File: config.mk
export PLATFORM = sky130hd
export DESIGN_NAME = intersection_scheduler_flat
export DESIGN_NICKNAME = d
export VERILOG_FILES = /design/src/rtl/intersection_scheduler_pkg.sv /design/src/rtl/intersection_scheduler_if.sv /design/src/rtl/intersection_scheduler_phase_timer.sv /design/src/rtl/intersection_scheduler.sv /design/src/flat_wrapper.sv
export SDC_FILE = /design/constraint.sdc
export NUM_CORES = 1
export LEC_CHECK = 0
export ABC_AREA = 1
export BUFFER_PORTS_ARGS = -buffer_cell sky130_fd_sc_hd__buf_4
export CAP_MARGIN = 20
export CORE_MARGIN = 2
export CORE_UTILIZATION = 50
export DETAILED_ROUTE_END_ITERATION = 10
export PLACE_DENSITY = 0.73
export SYNTH_ARGS = -nofsm -noshare
export SYNTH_HDL_FRONTEND = slang
export SYNTH_SLANG_ARGS = --single-unit
File: constraint.sdc
create_clock -name clk -period 1.9 [get_ports clk]
set_input_delay 0.285 -clock clk [delete_from_list [all_inputs] [get_ports clk]]
set_output_delay 0.285 -clock clk [all_outputs]
set_load 0.005 [all_outputs]
File: src/rtl/intersection_scheduler_pkg.sv
// Shared encodings and default timing for the intersection scheduler.
// Phase codes are visible on the phase debug output, so their values are fixed.
package intersection_scheduler_pkg;

  typedef enum logic [2:0] {
    S_NS_G = 3'd0,
    S_NS_Y = 3'd1,
    S_CLR  = 3'd2,
    S_EW_G = 3'd3,
    S_EW_Y = 3'd4,
    S_WALK = 3'd5
  } state_e;

  localparam logic DIR_NS = 1'b0;
  localparam logic DIR_EW = 1'b1;

  localparam int DEF_CW        = 12;
  localparam int DEF_GREEN_MIN = 256;
  localparam int DEF_GREEN_MAX = 1024;
  localparam int DEF_YELLOW    = 512;
  localparam int DEF_ALL_RED   = 128;
  localparam int DEF_WALK      = 512;

endpackage

File: src/rtl/intersection_scheduler_if.sv
// Sensor inputs and lamp outputs of the intersection scheduler.
// No handshake: requests are levels (ped_req a latched pulse); lamps are Moore outputs.
interface intersection_scheduler_if;
  logic       req_ns;
  logic       req_ew;
  logic       ped_req;
  logic       ns_r;
  logic       ns_g;
  logic       ns_y;
  logic       ew_r;
  logic       ew_g;
  logic       ew_y;
  logic       walk;
  logic       ped_wait;
  logic [2:0] phase;

  modport master (
    output req_ns, req_ew, ped_req,
    input  ns_r, ns_g, ns_y, ew_r, ew_g, ew_y, walk, ped_wait, phase
  );

  modport slave (
    input  req_ns, req_ew, ped_req,
    output ns_r, ns_g, ns_y, ew_r, ew_g, ew_y, walk, ped_wait, phase
  );
endinterface

File: src/rtl/intersection_scheduler_phase_timer.sv
// Per-phase cycle counter: restarts at 1 on a phase change and can be told
// to stop at MAX so a long green never wraps.
module intersection_scheduler_phase_timer #(
  parameter int CW  = 12,
  parameter int MAX = 1024
) (
  input  logic          clk,
  input  logic          rst,
  input  logic          load_i,
  input  logic          sat_i,
  output logic [CW-1:0] cnt_o
);

  logic [CW-1:0] cnt_q, cnt_d;

  always_comb begin
    cnt_d = cnt_q + CW'(1);
    if (load_i) begin
      cnt_d = CW'(1);
    end else if (sat_i && (cnt_q >= CW'(MAX))) begin
      cnt_d = cnt_q;
    end
  end

  always_ff @(posedge clk or posedge rst) begin
    if (rst) begin
      cnt_q <= CW'(1);
    end else begin
      cnt_q <= cnt_d;
    end
  end

  assign cnt_o = cnt_q;

endmodule

File: src/rtl/intersection_scheduler.sv
// Right-of-way sequencer for a two-road intersection with a pedestrian phase.
// Every change of right-of-way passes through yellow (vehicles) and all-red clearance.
module intersection_scheduler
  import intersection_scheduler_pkg::*;
#(
  parameter int CW        = DEF_CW,
  parameter int GREEN_MIN = DEF_GREEN_MIN,
  parameter int GREEN_MAX = DEF_GREEN_MAX,
  parameter int YELLOW    = DEF_YELLOW,
  parameter int ALL_RED   = DEF_ALL_RED,
  parameter int WALK      = DEF_WALK
) (
  input  logic                      clk,
  input  logic                      rst,
  intersection_scheduler_if.slave   bus
);

  state_e        state_q, state_d;
  logic          last_dir_q, last_dir_d;
  logic          ped_pending_q, ped_pending_d;
  logic          from_walk_q, from_walk_d;
  logic [CW-1:0] cnt;
  logic          state_chg;
  logic          in_green;
  logic          comp;
  logic          opp_req;
  logic          same_req;

  assign state_chg = (state_d != state_q);
  assign in_green  = (state_q == S_NS_G) || (state_q == S_EW_G);
  assign comp      = ((state_q == S_EW_G) ? bus.req_ns : bus.req_ew) | ped_pending_q;
  assign opp_req   = (last_dir_q == DIR_NS) ? bus.req_ew : bus.req_ns;
  assign same_req  = (last_dir_q == DIR_NS) ? bus.req_ns : bus.req_ew;

  intersection_scheduler_phase_timer #(
    .CW  (CW),
    .MAX (GREEN_MAX)
  ) u_phase_timer (
    .clk    (clk),
    .rst    (rst),
    .load_i (state_chg),
    .sat_i  (in_green),
    .cnt_o  (cnt)
  );

  always_comb begin
    state_d = state_q;
    case (state_q)
      S_NS_G: if (comp && (cnt >= CW'(GREEN_MIN))) state_d = S_NS_Y;
      S_EW_G: if (comp && (cnt >= CW'(GREEN_MIN))) state_d = S_EW_Y;
      S_NS_Y: if (cnt == CW'(YELLOW)) state_d = S_CLR;
      S_EW_Y: if (cnt == CW'(YELLOW)) state_d = S_CLR;
      S_WALK: if (cnt == CW'(WALK)) state_d = S_CLR;
      S_CLR: begin
        if (cnt == CW'(ALL_RED)) begin
          // A walk never follows a walk; otherwise prefer the road that just waited.
          if (ped_pending_q && !from_walk_q) begin
            state_d = S_WALK;
          end else if (opp_req) begin
            state_d = (last_dir_q == DIR_NS) ? S_EW_G : S_NS_G;
          end else if (same_req) begin
            state_d = (last_dir_q == DIR_NS) ? S_NS_G : S_EW_G;
          end else begin
            state_d = S_NS_G;
          end
        end
      end
      default: state_d = S_CLR;
    endcase
  end

  always_comb begin
    last_dir_d = last_dir_q;
    if (state_chg && (state_d == S_NS_G)) last_dir_d = DIR_NS;
    if (state_chg && (state_d == S_EW_G)) last_dir_d = DIR_EW;

    from_walk_d = state_chg ? (state_q == S_WALK) : from_walk_q;

    ped_pending_d = ped_pending_q;
    if (state_chg && (state_d == S_WALK)) begin
      ped_pending_d = 1'b0;
    end else if (bus.ped_req && (state_q != S_WALK)) begin
      ped_pending_d = 1'b1;
    end
  end

  always_ff @(posedge clk or posedge rst) begin
    if (rst) begin
      state_q       <= S_NS_G;
      last_dir_q    <= DIR_NS;
      ped_pending_q <= 1'b0;
      from_walk_q   <= 1'b0;
    end else begin
      state_q       <= state_d;
      last_dir_q    <= last_dir_d;
      ped_pending_q <= ped_pending_d;
      from_walk_q   <= from_walk_d;
    end
  end

  logic ns_r, ns_g, ns_y, ew_r, ew_g, ew_y, walk;

  always_comb begin
    ns_r = 1'b0;
    ns_g = 1'b0;
    ns_y = 1'b0;
    ew_r = 1'b0;
    ew_g = 1'b0;
    ew_y = 1'b0;
    walk = 1'b0;
    case (state_q)
      S_NS_G: begin ns_g = 1'b1; ew_r = 1'b1; end
      S_NS_Y: begin ns_y = 1'b1; ew_r = 1'b1; end
      S_EW_G: begin ew_g = 1'b1; ns_r = 1'b1; end
      S_EW_Y: begin ew_y = 1'b1; ns_r = 1'b1; end
      S_CLR:  begin ns_r = 1'b1; ew_r = 1'b1; end
      S_WALK: begin ns_r = 1'b1; ew_r = 1'b1; walk = 1'b1; end
      default: ;
    endcase
  end

  assign bus.ns_r     = ns_r;
  assign bus.ns_g     = ns_g;
  assign bus.ns_y     = ns_y;
  assign bus.ew_r     = ew_r;
  assign bus.ew_g     = ew_g;
  assign bus.ew_y     = ew_y;
  assign bus.walk     = walk;
  assign bus.ped_wait = ped_pending_q;
  assign bus.phase    = state_q;

endmodule

File: src/flat_wrapper.sv
// flat-port wrapper written by rule: the top's interface ports become plain ports
module intersection_scheduler_flat import intersection_scheduler_pkg::*;
#(
  parameter int CW        = DEF_CW,
  parameter int GREEN_MIN = DEF_GREEN_MIN,
  parameter int GREEN_MAX = DEF_GREEN_MAX,
  parameter int YELLOW    = DEF_YELLOW,
  parameter int ALL_RED   = DEF_ALL_RED,
  parameter int WALK      = DEF_WALK
)
  (clk, rst, bus_req_ns, bus_req_ew, bus_ped_req, bus_ns_r, bus_ns_g, bus_ns_y, bus_ew_r, bus_ew_g, bus_ew_y, bus_walk, bus_ped_wait, bus_phase);
  intersection_scheduler_if bus_i ();
  input  logic clk;
  input  logic rst;
  input wire logic [$bits(bus_i.req_ns)-1:0] bus_req_ns;
  input wire logic [$bits(bus_i.req_ew)-1:0] bus_req_ew;
  input wire logic [$bits(bus_i.ped_req)-1:0] bus_ped_req;
  output wire logic [$bits(bus_i.ns_r)-1:0] bus_ns_r;
  output wire logic [$bits(bus_i.ns_g)-1:0] bus_ns_g;
  output wire logic [$bits(bus_i.ns_y)-1:0] bus_ns_y;
  output wire logic [$bits(bus_i.ew_r)-1:0] bus_ew_r;
  output wire logic [$bits(bus_i.ew_g)-1:0] bus_ew_g;
  output wire logic [$bits(bus_i.ew_y)-1:0] bus_ew_y;
  output wire logic [$bits(bus_i.walk)-1:0] bus_walk;
  output wire logic [$bits(bus_i.ped_wait)-1:0] bus_ped_wait;
  output wire logic [$bits(bus_i.phase)-1:0] bus_phase;
  assign bus_i.req_ns = bus_req_ns;
  assign bus_i.req_ew = bus_req_ew;
  assign bus_i.ped_req = bus_ped_req;
  assign bus_ns_r = bus_i.ns_r;
  assign bus_ns_g = bus_i.ns_g;
  assign bus_ns_y = bus_i.ns_y;
  assign bus_ew_r = bus_i.ew_r;
  assign bus_ew_g = bus_i.ew_g;
  assign bus_ew_y = bus_i.ew_y;
  assign bus_walk = bus_i.walk;
  assign bus_ped_wait = bus_i.ped_wait;
  assign bus_phase = bus_i.phase;
  intersection_scheduler #(.CW(CW), .GREEN_MIN(GREEN_MIN), .GREEN_MAX(GREEN_MAX), .YELLOW(YELLOW), .ALL_RED(ALL_RED), .WALK(WALK)) u_core (.clk(clk), .rst(rst), .bus(bus_i));
endmodule
## After elaboration in Yosys (flattened, before gate mapping)

Index checks and enable logic that the tools add are counted.

| word-level totals | value |
|---|---|
| register bits after elaboration | 18 |
| output and inout port bits | 11 |
| word-level logic and storage cells | 63 |

| cells by class | value |
|---|---|
| add/subtract/negate cells | 1 |
| order comparisons | 2 |
| eq/ne operators | 12 |
| muxes and demuxes | 26 |
| bitwise operators | 1 |
| reductions and logical operators | 16 |

Operators by type and width:

| operator | count |
|---|---|
| $mux W12 | 2 |
| $mux W3 | 7 |
| $mux W1 | 14 |
| $add A12 B1 Y12 const B | 1 |
| $eq A12 B10 Y1 const B | 1 |
| $eq A12 B8 Y1 const B | 1 |
| $ge A12 B11 Y1 const B | 1 |
| $ge A12 B9 Y1 const B | 1 |
| $pmux W3 S4 | 1 |
| $eq A3 B2 Y1 const B | 3 |
| $eq A3 B3 Y1 const B | 3 |
| $reduce_or A4 Y1 | 2 |
| $logic_and A1 B1 Y1 | 7 |
| $logic_not A3 Y1 | 2 |
| $mux W2 | 2 |
| $reduce_bool A2 Y1 | 2 |
| $eq A3 B1 Y1 const B | 1 |
| $ne A3 B3 Y1 | 1 |
| $ne A3 B3 Y1 const B | 1 |
| $reduce_or A3 Y1 | 1 |
| $ne A2 B1 Y1 const B | 1 |
| $logic_not A1 Y1 | 1 |
| $logic_or A1 B1 Y1 | 1 |
| $or A1 B1 Y1 | 1 |

## Logic depth before layout (Yosys ltp)

| logic depth | value |
|---|---|
| depth after elaboration | 10 |
| mapped depth | 14 |
| mapped depth without buffers | 14 |

## Cells and area by module

A second synthesis with hierarchy kept.

| second synthesis, totals | value |
|---|---|
| cell total of the unflattened synthesis | 204 |
| area, all modules | 1370.1 µm² |

Modules (own cells, without submodules):

| module | times used | cells an instance | area an instance (µm²) | sequential area each (µm²) |
|---|---|---|---|---|
| intersection_scheduler_phase_timer | 1 | 99 | 744.5 | 301.5 |
| intersection_scheduler | 1 | 105 | 625.6 | 150.1 |

## Worst setup path after synthesis

Ideal clock, no wire load.

| path | value |
|---|---|
| path kind | register to register |
| from | register u_core.u_phase_timer.cnt_q[0] (netlist: u_core.u_phase_timer.cnt_o[0]) |
| to | register u_core.u_phase_timer.cnt_q[3] (netlist: u_core.u_phase_timer.cnt_o[3]) |
| setup time | 0.128 ns |
| arrival time | 1.663 ns |
| slack | 0.108 ns |
| stages on the path, launching flop included | 14 |
| buffers on the path | 1 |
| clock period less this slack | 1.792 ns |
| cells stage by stage | dfstp_2 > inv_1 > ha_1 > nand3_1 > nor2_4 > nand2_2 > nand2_2 > nand2_2 > nand3_2 > nor2_2 > nor2_4 > nand3_4 > buf_6 > nor3_4 |

| between the ends | value |
|---|---|
| cells in the longest elaborated chain, start to end | 6 |
| elaborated cells on any way between the ends | 16 |
| those cells by class | add/sub (1); order compare (2); eq/ne (4); mux (7); reduce/logical (2) |

Ends and longest elaborated chain:

| element | RTL line | source |
|---|---|---|
| start, declared | intersection_scheduler_phase_timer.sv:14 | `logic [CW-1:0] cnt_q, cnt_d;` |
| start signal, assigned | intersection_scheduler_phase_timer.sv:29 | `cnt_q <= cnt_d;` |
| $ge A12 B9 Y1 | intersection_scheduler.sv:49, intersection_scheduler.sv:50 |  |
| $logic_and A1 B1 Y1 | intersection_scheduler.sv:49, intersection_scheduler.sv:50 |  |
| $mux W3, on equally long branches | intersection_scheduler.sv:50, intersection_scheduler.sv:49 |  |
| $pmux W3 S4 (*) | intersection_scheduler.sv:48 | `case (state_q)` |
| net u_core.state_d[1] | intersection_scheduler.sv:18 | `state_e state_q, state_d;` |
| $ne A3 B3 Y1 (*) | intersection_scheduler.sv:29 | `assign state_chg = (state_d != state_q);` |
| $ne A2 B1 Y1 (no line) / $mux W12 (equally long branches) | - |  |

The timed path passes the listed nets; every way through them passes the cells marked *. The select of a mux whose other input is x is not followed.
A chain may end at the register's enable or synchronous reset.

## Worst setup path in the final report

| path | value |
|---|---|
| from | register u_core.u_phase_timer.cnt_q[1] (netlist: u_core.u_phase_timer.cnt_o[1]) |
| to | register u_core.u_phase_timer.cnt_q[0] (netlist: u_core.u_phase_timer.cnt_o[0]) |

Same word-level chain as after synthesis.

==> out/qor.yml <==
drt:
  wl_um: 3060
  ant_nets: 0
  wire_per_inst_um: 13.6
  first_pass_iters: 4
  drt_iter0_markers: 26
  drc: 0
  avgViaCountPerCell: 5.21
  vias: 1172
finish:
  fin_util: 0.696
  drive_gt1_frac: 0.446
  layout.nets: 203
  antenna-diode-count: 0
  syn_to_final_growth_pct: 34.5
critical_path:
  cp_num_buf_inv: 2
  cp.arrival_ns: 2.09
  r2r_slack_ns: 0.04
  r2r-end: "u_core.u_phase_timer.cnt_o[0]"
  cp_slowest_cell: "dfrtp_1"
  crit_type: "flop to flop"
  worstPathRequired_ns: 2.12
  timing.rr.start: "u_core.u_phase_timer.cnt_o[1]"
  worst_r2r_path_depth: 13
  cp_cell_sequence: "inv_2 -> ha_4 -> nand3_4 -> nor2_4 -> nand2_2 -> nand2_2 -> nand2_2 -> nand3_4 -> nor2_4 -> nor2_4 -> nand3_4 -> buf_6 -> or2_1"
  worstSetupStartpointType: "flop"
  crit_fanout: 5
  max_stage_delay_ns: 0.42
  end_kind: "flop"
  critical-path-top-delay-family: "simple AND/OR/NAND/NOR gates"
timing:
  worst_slew_pin_slew_ns: 0.720
  setup_violations: 0
  finalCritPeriodShare: 0.980
  slew_violations: 0
  hold_ws_ns: 0.0938
  tns_ns: 0
  min_period_ns: 1.86
  finalHoldViolCount: 0
  rsz0062_at_grt: "yes"
  slew_headroom: 0.519
  clock_skew_ns: 0.00726
  max_freq_mhz: 537
global_routing:
  antenna_found_initial: 0
  overflow: 0
  grt_max_degree: 19
  grtUsageTotal: 0.239
  grt_pass1_wl_um: 4910
  grt_pass1_vias: 1184
floorplanning:
  core_area_sq_mm: 0.00241
  num_rows: 18
  die_y_um: 54.0
  die_w_um: 54.0
  start_util: 0.518
  pin_count: 16
  dieArea_sq_mm: 0.00291
logic_synthesis:
  synthAdderAreaFrac: 0.0201
  synth_cell_types: 28
  yosysSeqAreaShare: 0.362
  postSynthNetCount: 167
  synth-compound-area-share: 0.0331
  synth-seq-cells: 18
  synth.avg_cell_area_sq_um: 7.80
  ys_warn_count: 0
  synth_top_family_by_area: "simple AND/OR/NAND/NOR gates"
  synth_xor_area_frac: 0.0491
  synth.area.mux_share: 0
  synth-simple-area-share: 0.448
  synth_area_sq_mm: 0.00125
  synthCells: 160
clock_tree:
  clockRootBuffer: "clkbuf_4"
  ctsHtreeMaxLevel: 1
  cts.clk_slew.worst_paths_ns: 0.11
  cts.sinks: 18
  clock_path_buffers: 2
  cts_tree: "done"
  clk_latency_ns: 0.29
  cts-buffers-inserted: 3
power:
  p_sw_w: 0.000133
  peakVddDrop_mv: 0.374
  power_frac_clock: 0.339
  pwr-share-comb: 0.027
  sw_frac_of_total: 0.221
  intPower_w: 0.000471
  seq_power_share: 0.634
  powerDensity_mw_per_mm2: 360
  cellLeakagePower_nw: 0.781
outcome:
  outcome: "finished, final reports clean"
placed_design:
  gp_congestion: 0.800
  port_buffers: 15
  hpwl_um: 2050
hold_path:
  hold_path.class: "input port to async pin"
job:
  maxCapViolations: 0
-- cells in the mapped netlist --
cell,number,area [sq um]
nand2_1,32,120
inv_1,21,78.8
dfrtp_1,17,425
nand3_1,14,70.1
nor2_1,12,45.0
nor2_2,11,68.8
nand2_2,7,43.8
inv_2,5,18.8
nand3_2,5,50.1
xor2_1,5,43.8
nand4_1,4,25.0
nor3_1,4,20.0
nor2_4,3,33.8
a21oi_1,2,10.0
ha_1,2,25.0
nor3_4,2,32.5
o21ai_0,2,10.0
xnor2_1,2,17.5
a21oi_2,1,8.76
buf_6,1,11.3
dfstp_2,1,26.3
nand2_4,1,11.3
nand3_4,1,17.5
nand3b_1,1,7.51
nor3b_1,1,7.51
o211ai_1,1,7.51
o21ai_1,1,5.00
or2_1,1,6.26
-- layer usage --
metal  GRT usage  wire length, um  vias to the layer above
met1       0.268             1230                      545
li1            -                -                      571
met5           0                0                        -
met3      0.0361              162                       10
met4       0.141               76                        0
met2       0.423             1590                       46
-- layout make-up --
class / instances / area, sq um
multi-input combinational: 115 / 779
fill: 181 / 732
sequential: 18 / 454
timing repair buffer: 32 / 280
inverter: 26 / 100
tap: 30 / 37.5
clock buffer: 4 / 26.3
-- layout by cell type (no fill, tap or decap), types with 4 or more instances in the layout --
cell	Yosys	final
nor2_2	11	12
nand2_2	7	8
nor2_4	3	5
nand2_1	32	31
inv_2	5	6
nand4_1	4	4
nand3_1	14	11
nand3_4	1	4
nand3_2	5	5
xor2_1	5	5
buf_4	0	26
inv_1	21	19
dfrtp_1	17	15
nor2_1	12	9
buf_6	1	4
-- worst max path at each step --
stage	slack, ns	cells past startpoint	from	to
after detailed placement	-0.03	13	u_core.u_phase_timer.cnt_o[0]	u_core.u_phase_timer.cnt_o[3]
after global routing	-0.07	13	u_core.u_phase_timer.cnt_o[7]	u_core.u_phase_timer.cnt_o[6]
after global placement	0.04	12	u_core.u_phase_timer.cnt_o[0]	u_core.u_phase_timer.cnt_o[6]
after CTS	0.01	14	u_core.u_phase_timer.cnt_o[1]	u_core.u_phase_timer.cnt_o[3]
final	0.04	13	u_core.u_phase_timer.cnt_o[1]	u_core.u_phase_timer.cnt_o[0]
after floorplan	0.11	13	u_core.u_phase_timer.cnt_o[0]	u_core.u_phase_timer.cnt_o[3]
-- power groups by stage --
stage	Combinational, W	Sequential, W	Clock, W
after floorplan	0.00000742	0.000390	0
after global placement	0.0000164	0.000390	0
after global routing	0.0000193	0.000383	0.000224
after CTS	0.0000170	0.000383	0.000211
after detailed placement	0.0000170	0.000390	0
final	0.0000166	0.000383	0.000205
-- flip-flops by register name, summed over array words and instances (netlist names) --
signal                      cells
u_core.u_phase_timer.cnt_o     12
u_core.bus.phase                3
u_core.bus.ped_wait             1
u_core.from_walk_q              1
u_core.last_dir_q               1
-- through the flow --
step	power [W]	instances	setup slack, ns	cell area, sq um
after floorplan	0.000398	160	0.108	1250
after global placement	0.000407	210	0.0373	1440
after detailed placement	0.000407	210	-0.0328	1440
after CTS	0.000611	223	0.0110	1600
after global routing	0.000626	225	-0.0698	1680
final	0.000604	225	0.0379	1680
-- cell families (layout without fill, tap and decap cells) --
family / count (synthesis) / count (layout)
xor gates and xnor gates: 7 / 7
adders and majority gates: 2 / 2
buffers and inverters: 27 / 62
DFF: 18 / 18
AOI/OAI and AO/OA: 7 / 7
and+or+nand+nor: 99 / 99
-- what timing repair did --
item	4_1_cts	5_1_grt
setup buffers	9	2
setup endpoints to repair	11	14
resized for setup	15	14
pin swaps	6	9
hold buffers	0	0
-- worst reg2reg max path: stages, from the launching register on --
cell and delay (ns):
dfrtp_1 0.42, inv_2 0.09, ha_4 0.13, nand3_4 0.06, nor2_4 0.14, nand2_2 0.09
nand2_2 0.10, nand2_2 0.07, nand3_4 0.09, nor2_4 0.04, nor2_4 0.10, nand3_4 0.10
buf_6 0.15, or2_1 0.21
Note: power is estimated with default switching activity, not from simulation.
